$ cat config.mk
export PLATFORM = sky130hd
export DESIGN_NAME = fpu_sqrt_seq
export DESIGN_NICKNAME = d
export VERILOG_FILES = /design/src/rtl/fpu_sqrt_seq.sv
export SDC_FILE = /design/constraint.sdc
export NUM_CORES = 1
export LEC_CHECK = 0
export BUFFER_PORTS_ARGS = -buffer_cell sky130_fd_sc_hd__clkbuf_2
export CAP_MARGIN = 20
export CORE_MARGIN = 2
export CORE_UTILIZATION = 56
export CTS_BUF_LIST = sky130_fd_sc_hd__clkbuf_4
export DETAILED_ROUTE_END_ITERATION = 7
export PLACE_DENSITY = 0.83
export SLEW_MARGIN = 20
export SYNTH_ARGS = -nofsm -noshare
export SYNTH_HDL_FRONTEND = slang
export SYNTH_SLANG_ARGS = --single-unit
$ cat constraint.sdc
create_clock -name clk -period 3.1 [get_ports clk]
set_input_delay 0.155 -clock clk [delete_from_list [all_inputs] [get_ports clk]]
set_output_delay 0.155 -clock clk [all_outputs]
set_load 0.02 [all_outputs]
$ cat src/rtl/fpu_sqrt_seq.sv
// ============================================================================
// fpu_sqrt_seq : single-precision square-root sequencer around an external
//                26-bit restoring sqrt datapath (special cases, RNE, packing)
// Revision     : 1.0 - initial release
// ============================================================================
`default_nettype none

module fpu_sqrt_seq #(
    parameter int SQRT_LAT = 0
) (
    input  logic        clk,
    input  logic        rst,
    input  logic        in_valid,
    output logic        in_ready,
    input  logic [31:0] a,
    output logic        out_valid,
    input  logic        out_ready,
    output logic [31:0] result,
    output logic        flag_invalid,
    output logic        flag_inexact,
    output logic        busy,
    output logic [25:0] sq_in,
    input  logic [25:0] sq_out,
    input  logic        sq_sticky
);

    typedef enum logic [1:0] {
        S_IDLE  = 2'd0,
        S_RUN   = 2'd1,
        S_ROUND = 2'd2,
        S_DONE  = 2'd3
    } state_t;

    localparam logic [3:0]  c_LAT  = 4'(SQRT_LAT);
    localparam logic [31:0] c_QNAN = 32'h7FC0_0000;

    state_t      state_q, state_d;
    logic [3:0]  cnt_q, cnt_d;
    logic [25:0] sq_in_q, sq_in_d;
    logic [7:0]  er_q, er_d;
    logic [24:0] root_q, root_d;
    logic        sticky_q, sticky_d;
    logic [31:0] result_q, result_d;
    logic        inv_q, inv_d;
    logic        inx_q, inx_d;

    logic        w_s;
    logic [7:0]  w_e;
    logic [22:0] w_f;
    logic        w_special;
    logic [31:0] w_spec_res;
    logic        w_spec_inv;
    logic [25:0] w_rad;
    logic [8:0]  w_er_sum;
    logic        w_round_up;
    logic [23:0] w_m_sum;
    logic        w_unused;

    assign w_s = a[31];
    assign w_e = a[30:23];
    assign w_f = a[22:0];

    // Denormals share the zero path because any e==0 operand is treated as zero.
    always_comb begin
        w_special  = 1'b1;
        w_spec_res = c_QNAN;
        w_spec_inv = 1'b0;
        if (w_e == 8'hFF && w_f != 23'd0) begin
            w_spec_inv = ~w_f[22];
        end else if (w_e == 8'd0) begin
            w_spec_res = {w_s, 31'd0};
        end else if (w_s) begin
            w_spec_inv = 1'b1;
        end else if (w_e == 8'hFF) begin
            w_spec_res = 32'h7F80_0000;
        end else begin
            w_special  = 1'b0;
        end
    end

    assign w_rad    = w_e[0] ? {1'b1, w_f, 2'b00} : {2'b01, w_f, 1'b0};
    assign w_er_sum = {1'b0, w_e} + (w_e[0] ? 9'd127 : 9'd126);

    // Mantissa carry-out leaves m at zero, so only the exponent needs bumping.
    assign w_round_up = root_q[1] & (root_q[0] | sticky_q | root_q[2]);
    assign w_m_sum    = {1'b0, root_q[24:2]} + {23'd0, w_round_up};

    assign w_unused = &{1'b0, sq_out[25], w_er_sum[0]};

    always_comb begin
        state_d  = state_q;
        cnt_d    = cnt_q;
        sq_in_d  = sq_in_q;
        er_d     = er_q;
        root_d   = root_q;
        sticky_d = sticky_q;
        result_d = result_q;
        inv_d    = inv_q;
        inx_d    = inx_q;
        case (state_q)
            S_IDLE: begin
                if (in_valid) begin
                    if (w_special) begin
                        result_d = w_spec_res;
                        inv_d    = w_spec_inv;
                        inx_d    = 1'b0;
                        state_d  = S_DONE;
                    end else begin
                        sq_in_d  = w_rad;
                        er_d     = w_er_sum[8:1];
                        cnt_d    = c_LAT;
                        state_d  = S_RUN;
                    end
                end
            end
            S_RUN: begin
                if (cnt_q == 4'd0) begin
                    root_d   = sq_out[24:0];
                    sticky_d = sq_sticky;
                    state_d  = S_ROUND;
                end else begin
                    cnt_d    = cnt_q - 4'd1;
                end
            end
            S_ROUND: begin
                result_d = {1'b0, er_q + {7'd0, w_m_sum[23]}, w_m_sum[22:0]};
                inx_d    = root_q[1] | root_q[0] | sticky_q;
                inv_d    = 1'b0;
                state_d  = S_DONE;
            end
            S_DONE: begin
                if (out_ready) begin
                    state_d = S_IDLE;
                end
            end
            default: state_d = S_IDLE;
        endcase
    end

    always_ff @(posedge clk or negedge rst) begin
        if (!rst) begin
            state_q  <= S_IDLE;
            cnt_q    <= 4'd0;
            sq_in_q  <= 26'd0;
            er_q     <= 8'd0;
            root_q   <= 25'd0;
            sticky_q <= 1'b0;
            result_q <= 32'd0;
            inv_q    <= 1'b0;
            inx_q    <= 1'b0;
        end else begin
            state_q  <= state_d;
            cnt_q    <= cnt_d;
            sq_in_q  <= sq_in_d;
            er_q     <= er_d;
            root_q   <= root_d;
            sticky_q <= sticky_d;
            result_q <= result_d;
            inv_q    <= inv_d;
            inx_q    <= inx_d;
        end
    end

    assign in_ready     = (state_q == S_IDLE);
    assign busy         = (state_q != S_IDLE);
    assign out_valid    = (state_q == S_DONE);
    assign result       = result_q;
    assign flag_invalid = inv_q;
    assign flag_inexact = inx_q;
    assign sq_in        = sq_in_q;

endmodule

`default_nettype wire
After elaboration in Yosys (flattened, before gate mapping)
Cells that the tools add are included.

word-level totals
  bits of input ports = 63
  output and inout bits = 63
  register bits after elaboration = 100

operators by class
  mux-type cells = 31
  reduce and logical (&&, ||, !) cells = 13
  bitwise logic cells = 7
  add/subtract/negate cells = 4
  equal/unequal tests = 10

operator list
  kind                                                    count
  2-to-1 mux 32 bit                                       4
  case mux 32 bit (2 select lines)                        1
  2-to-1 mux 23 bit                                       2
  2-to-1 mux 26 bit                                       1
  adder 23 x 1 -> 24 bit                                  1
  nonzero test 23 bit                                     1
  2-to-1 mux 1 bit                                        12
  2-to-1 mux 4 bit                                        3
  adder 8 x 7 -> 9 bit                                    1
  AND reduction 3 bit                                     3
  adder 8 x 1 -> 8 bit                                    1
  == test 8 bit (second input constant)                   1
  zero test 8 bit                                         1
  2-to-1 mux 2 bit                                        4
  inequality test 2 bit (second input constant)           4
  case mux 2 bit (4 select lines)                         1
  case mux 4 bit (2 select lines)                         1
  nonzero test 2 bit                                      3
  == test 2 bit (second input constant)                   2
  zero test 4 bit                                         1
  inequality test 2 x 1 -> 1 bit (second input constant)  2
  OR 1 bit                                                4
  case mux 1 bit (2 select lines)                         2
  AND reduction 4 bit                                     1
  other kinds (7)                                         8

Longest topological paths before layout
  word-level depth = 8
  depth in mapped cells = 10
  depth with buffers taken out = 10

Least setup slack after synthesis
OpenSTA, ideal clock, no wires.

  path type = input port to flip-flop
  start = input port a[23]
  end = register inx_q, in the netlist flag_inexact
  data required time = 2.972 ns
  data arrival time = 2.418 ns
  buffers on the path = 3
  setup time = 0.128 ns
  stages = 9
  path slack = 0.554 ns
  cells stage by stage = clkbuf_1 -> clkbuf_1 -> inv_1 -> ha_1 -> nand3_1 -> and2_1 -> a2bb2oi_2 -> buf_2 -> mux2_1

on the way
  word-level cells in the longest chain between the ends = 7
  elaborated cells between the ends (all ways) = 9
  those cells by class = eq/ne: 2; mux: 4; reduce/logical: 3

RTL lines
  what                                          RTL line  RTL
  start: declaration                            15        input logic [31:0] a,
  == test 8 bit                                 68, 74
  2-to-1 mux 1 bit                              74        end else if (w_e == 8'hFF) begin
  2-to-1 mux 1 bit                              72        end else if (w_s) begin
  2-to-1 mux 1 bit                              70        end else if (w_e == 8'd0) begin
  2-to-1 mux 1 bit (*)                          68        if (w_e == 8'hFF && w_f != 23'd0) begin
  inequality test 2 x 1 -> 1 bit (no line) (*)  -
  AND reduction 3 bit (no line) (*)             -
  end signal: assignment                        160       inx_q <= inx_d;
  end: declaration                              45        logic inx_q, inx_d;

Every way passes the cells marked *; elsewhere a longest branch is shown, timed or not.
A chain may end at the register's enable or synchronous reset.

Final worst setup path
  start = register root_q[4]
  end = register result_q[27], in the netlist result[27]

on the way
  word-level cells in the longest chain between the ends = 3

RTL lines
  what                              RTL line  RTL
  start: declaration                41        logic [24:0] root_q, root_d;
  start signal: assignment          156       root_q <= root_d;
  adder 23 x 1 -> 24 bit            86        assign w_m_sum = {1'b0, root_q[24:2]} + {23'd0, w_round_up};
  adder 8 x 1 -> 8 bit              126       result_d = {1'b0, er_q + {7'd0, w_m_sum[23]}, w_m_sum[22:0]};
  case mux 32 bit (2 select lines)  100       case (state_q)
  end signal: assignment            158       result_q <= result_d;
  end: declaration                  43        logic [31:0] result_q, result_d;

No other way between the ends.

==> impl_metrics.json <==
{
  "outcome": "finished clean",
  "synthArstFlopShare": 1.00,
  "max-vdd-ir-drop_mv": 0.519,
  "period_minus_slack_ns": 2.78,
  "cts-buffers-inserted": 9,
  "chipWidth_um": 99.9,
  "worstSetupStartpointType": "flip-flop",
  "grt_max_degree": 65,
  "wirelength_mm": 12.4,
  "yosysTopAreaCellShare": 0.481,
  "wire_per_inst_um": 16.3,
  "first_global_vias": 4207,
  "place.gp.congestion": 0.854,
  "die_area_um2": 9970,
  "num_antenna_cells": 0,
  "maxCapViolCount": 0,
  "final_cell_area_um2": 6350,
  "cts_resized": 0,
  "synth_area_per_cell_um2": 10.3,
  "htreeDepth": 3,
  "tightestPinTransition_ns": 0.796,
  "syn_nets": 574,
  "cts_buffer_depth": 2,
  "whs_ns": 0.0186,
  "ys_seq_elements": 99,
  "setup_tns_ns": 0,
  "crit_type": "reg -> reg",
  "clock-root-buffer": "clkbuf_4",
  "timing.rr.end": "result[27]$_DFFE_PN0P_",
  "nNetsFinal": 726,
  "area_delta_synth_final_pct": 23.4,
  "postSynthCellCount": 499,
  "leakagePower_uw": 0.00302,
  "n_fill_cell": 635,
  "netlist_top_cells_area": "dfrtp_1, mux2i_1, mux2_1",
  "hp-class": "in -> reg",
  "grt_pass1_wl_mm": 20.6,
  "io_pins": 126,
  "min_to": "sq_in[5]$_DFFE_PN0P_",
  "drtAntennaViolNets": 0,
  "drc": 0,
  "skew_ns": 0.0255,
  "cts_tree": "done",
  "multi_input_area_um2": 2500,
  "vias_per_cell": 5.64,
  "core_um2": 8810,
  "synth_top_area_cell": "dfrtp_1",
  "end_kind": "flip-flop",
  "io_buffers": 123,
  "finalSetupViolations": 0,
  "ys_warn_count": 0,
  "holdPathStages": 3,
  "synth_area_um2": 5150,
  "synthTopCellsByCount": "dfrtp_1, nand2_1, o21ai_0",
  "drt-initial-drc-count": 179,
  "relSlewSlack": 0.469,
  "row_count": 34,
  "synth_edf_count": 0,
  "worst-path-max-fanout": 6,
  "synth_most_common_cell": "dfrtp_1",
  "power_density_nw_per_um2": 882,
  "hpwlAfterDp_mm": 8.70,
  "initial_core_util": 0.584,
  "cts_num_sinks": 99,
  "reg2reg_depth": 10,
  "synth_cell_type_count": 51,
  "firstDrtPassIters": 6,
  "dpl_cell_area_um2": 5880,
  "rsz0062_at_grt": "false",
  "fmax_mhz": 359,
  "grt.overflow.total": 0,
  "ys.flop_type": "dfrtp_1",
  "min-delay-start": "a[4]",
  "r2r_setup_slack_ns": 0.32,
  "clock_latency_ns": 0.45,
  "seq_area_frac_synth": 0.481,
  "die_h_um": 99.9,
  "route.vias.total": 4297,
  "r2r_start": "root_q[4]$_DFFE_PN0P_",
  "hold_buffers": 35,
  "slew_violations": 0,
  "gr-usage-all-layers": 0.260,
  "clkTransAtPathRegs_ns": 0.15,
  "finalHoldViolCount": 0,
  "crit_required_ns": 3.43,
  "worstPathArrival_ns": 3.11,
  "post_cts_buffers": 0,
  "drive_gt1_frac": 0.263,
  "antenna_found_initial": 0,
  "register_area_um2": 2480,
  "post-route-period-util": 0.898
}
layout by cell type (no fill, tap or decap), drive strengths merged, types with 2 or more instances in the layout:
master | netlist | layout
a21oi | 18 | 18
a31oi | 3 | 3
a32oi | 2 | 2
and2 | 5 | 5
and3 | 5 | 5
and4 | 4 | 4
buf | 7 | 8
clkbuf | 17 | 133
dfrtp | 99 | 99
dlygate4sd3 | 0 | 35
ha | 12 | 12
inv | 22 | 22
mux2 | 49 | 49
mux2i | 33 | 33
nand2 | 62 | 62
nand2b | 3 | 3
nand3 | 16 | 16
nand3b | 2 | 2
nand4 | 6 | 6
nor2 | 23 | 23
nor3 | 9 | 9
nor3b | 3 | 3
nor4 | 9 | 9
o21a | 2 | 2
o21ai | 39 | 39
o2bb2ai | 3 | 3
o31ai | 4 | 4
or3 | 2 | 2
or4 | 4 | 4
xnor2 | 13 | 13
xor2 | 8 | 8
kinds of logic (layout without fill, tap and decap cells):
group                      after synthesis  after routing  share of synthesized area
DFF                                     99             99                      0.481
other                                    1              1                   0.000729
muxes                                   82             82                      0.171
AOI/OAI and AO/OA                       81             81                     0.0943
buffers and inverters                   46            201                     0.0355
adders and majority gates               12             12                     0.0292
and+or+nand+nor                        157            157                      0.152
xor gates and xnor gates                21             21                     0.0357
worst max-delay path: stages (launching register included):
cell,delay (ns)
dfrtp_1,0.47
nand4_1,0.21
nor3_1,0.45
nand3_1,0.20
nor3_1,0.23
ha_1,0.21
ha_1,0.23
nand3_1,0.11
xor2_1,0.14
a21oi_1,0.08
mux2_1,0.31
per-stage QoR:
stage	setup slack (ns)	total power, uW	utilization	cells
floorplan	0.554	4040	-	499
global placement	0.581	4750	0.668	713
detailed placement	0.428	4900	0.668	713
CTS	0.375	5600	0.721	762
global route	0.134	5990	0.721	762
finish	0.316	5610	0.721	762
power breakdown:
part	total [uW]	internal [uW]	switching [uW]
logic	2570	1080	1500
clock network	661	254	407
registers	2370	1860	508
flip-flops by register name, summed over array words and instances (netlist names):
name / flops
er_q: 8
sticky_q: 1
root_q: 25
sq_in: 25
cnt_q: 4
result: 32
flag_invalid: 1
state_q: 2
flag_inexact: 1
worst max-delay path by stage:
stage / from / end / cells past startpoint
after floorplan: a[23] / flag_inexact$_DFFE_PN0P_ / 9
after global placement: root_q[4]$_DFFE_PN0P_ / result[27]$_DFFE_PN0P_ / 10
after detailed placement: root_q[4]$_DFFE_PN0P_ / result[27]$_DFFE_PN0P_ / 10
after CTS: root_q[4]$_DFFE_PN0P_ / result[27]$_DFFE_PN0P_ / 10
after global routing: root_q[4]$_DFFE_PN0P_ / result[27]$_DFFE_PN0P_ / 10
final: root_q[4]$_DFFE_PN0P_ / result[27]$_DFFE_PN0P_ / 10
routing by layer:
layer / wire [um] / vias to the layer above / track usage
met5: 0 / - / 0
met4: 308 / 0 / 0.100
met3: 605 / 23 / 0.0550
met2: 6420 / 132 / 0.441
met1: 5070 / 2072 / 0.329
li1: - / 2070 / -
cell type report:
class,count,share of cell area
Tap cell,108,0.0213
Inverter,22,0.0130
Clock inverter,3,0.00650
Sequential cell,99,0.390
Multi-Input combinational cell,354,0.394
Clock buffer,11,0.0130
Timing Repair Buffer,165,0.163
No activity file was read; power rests on OpenSTA's default activity.
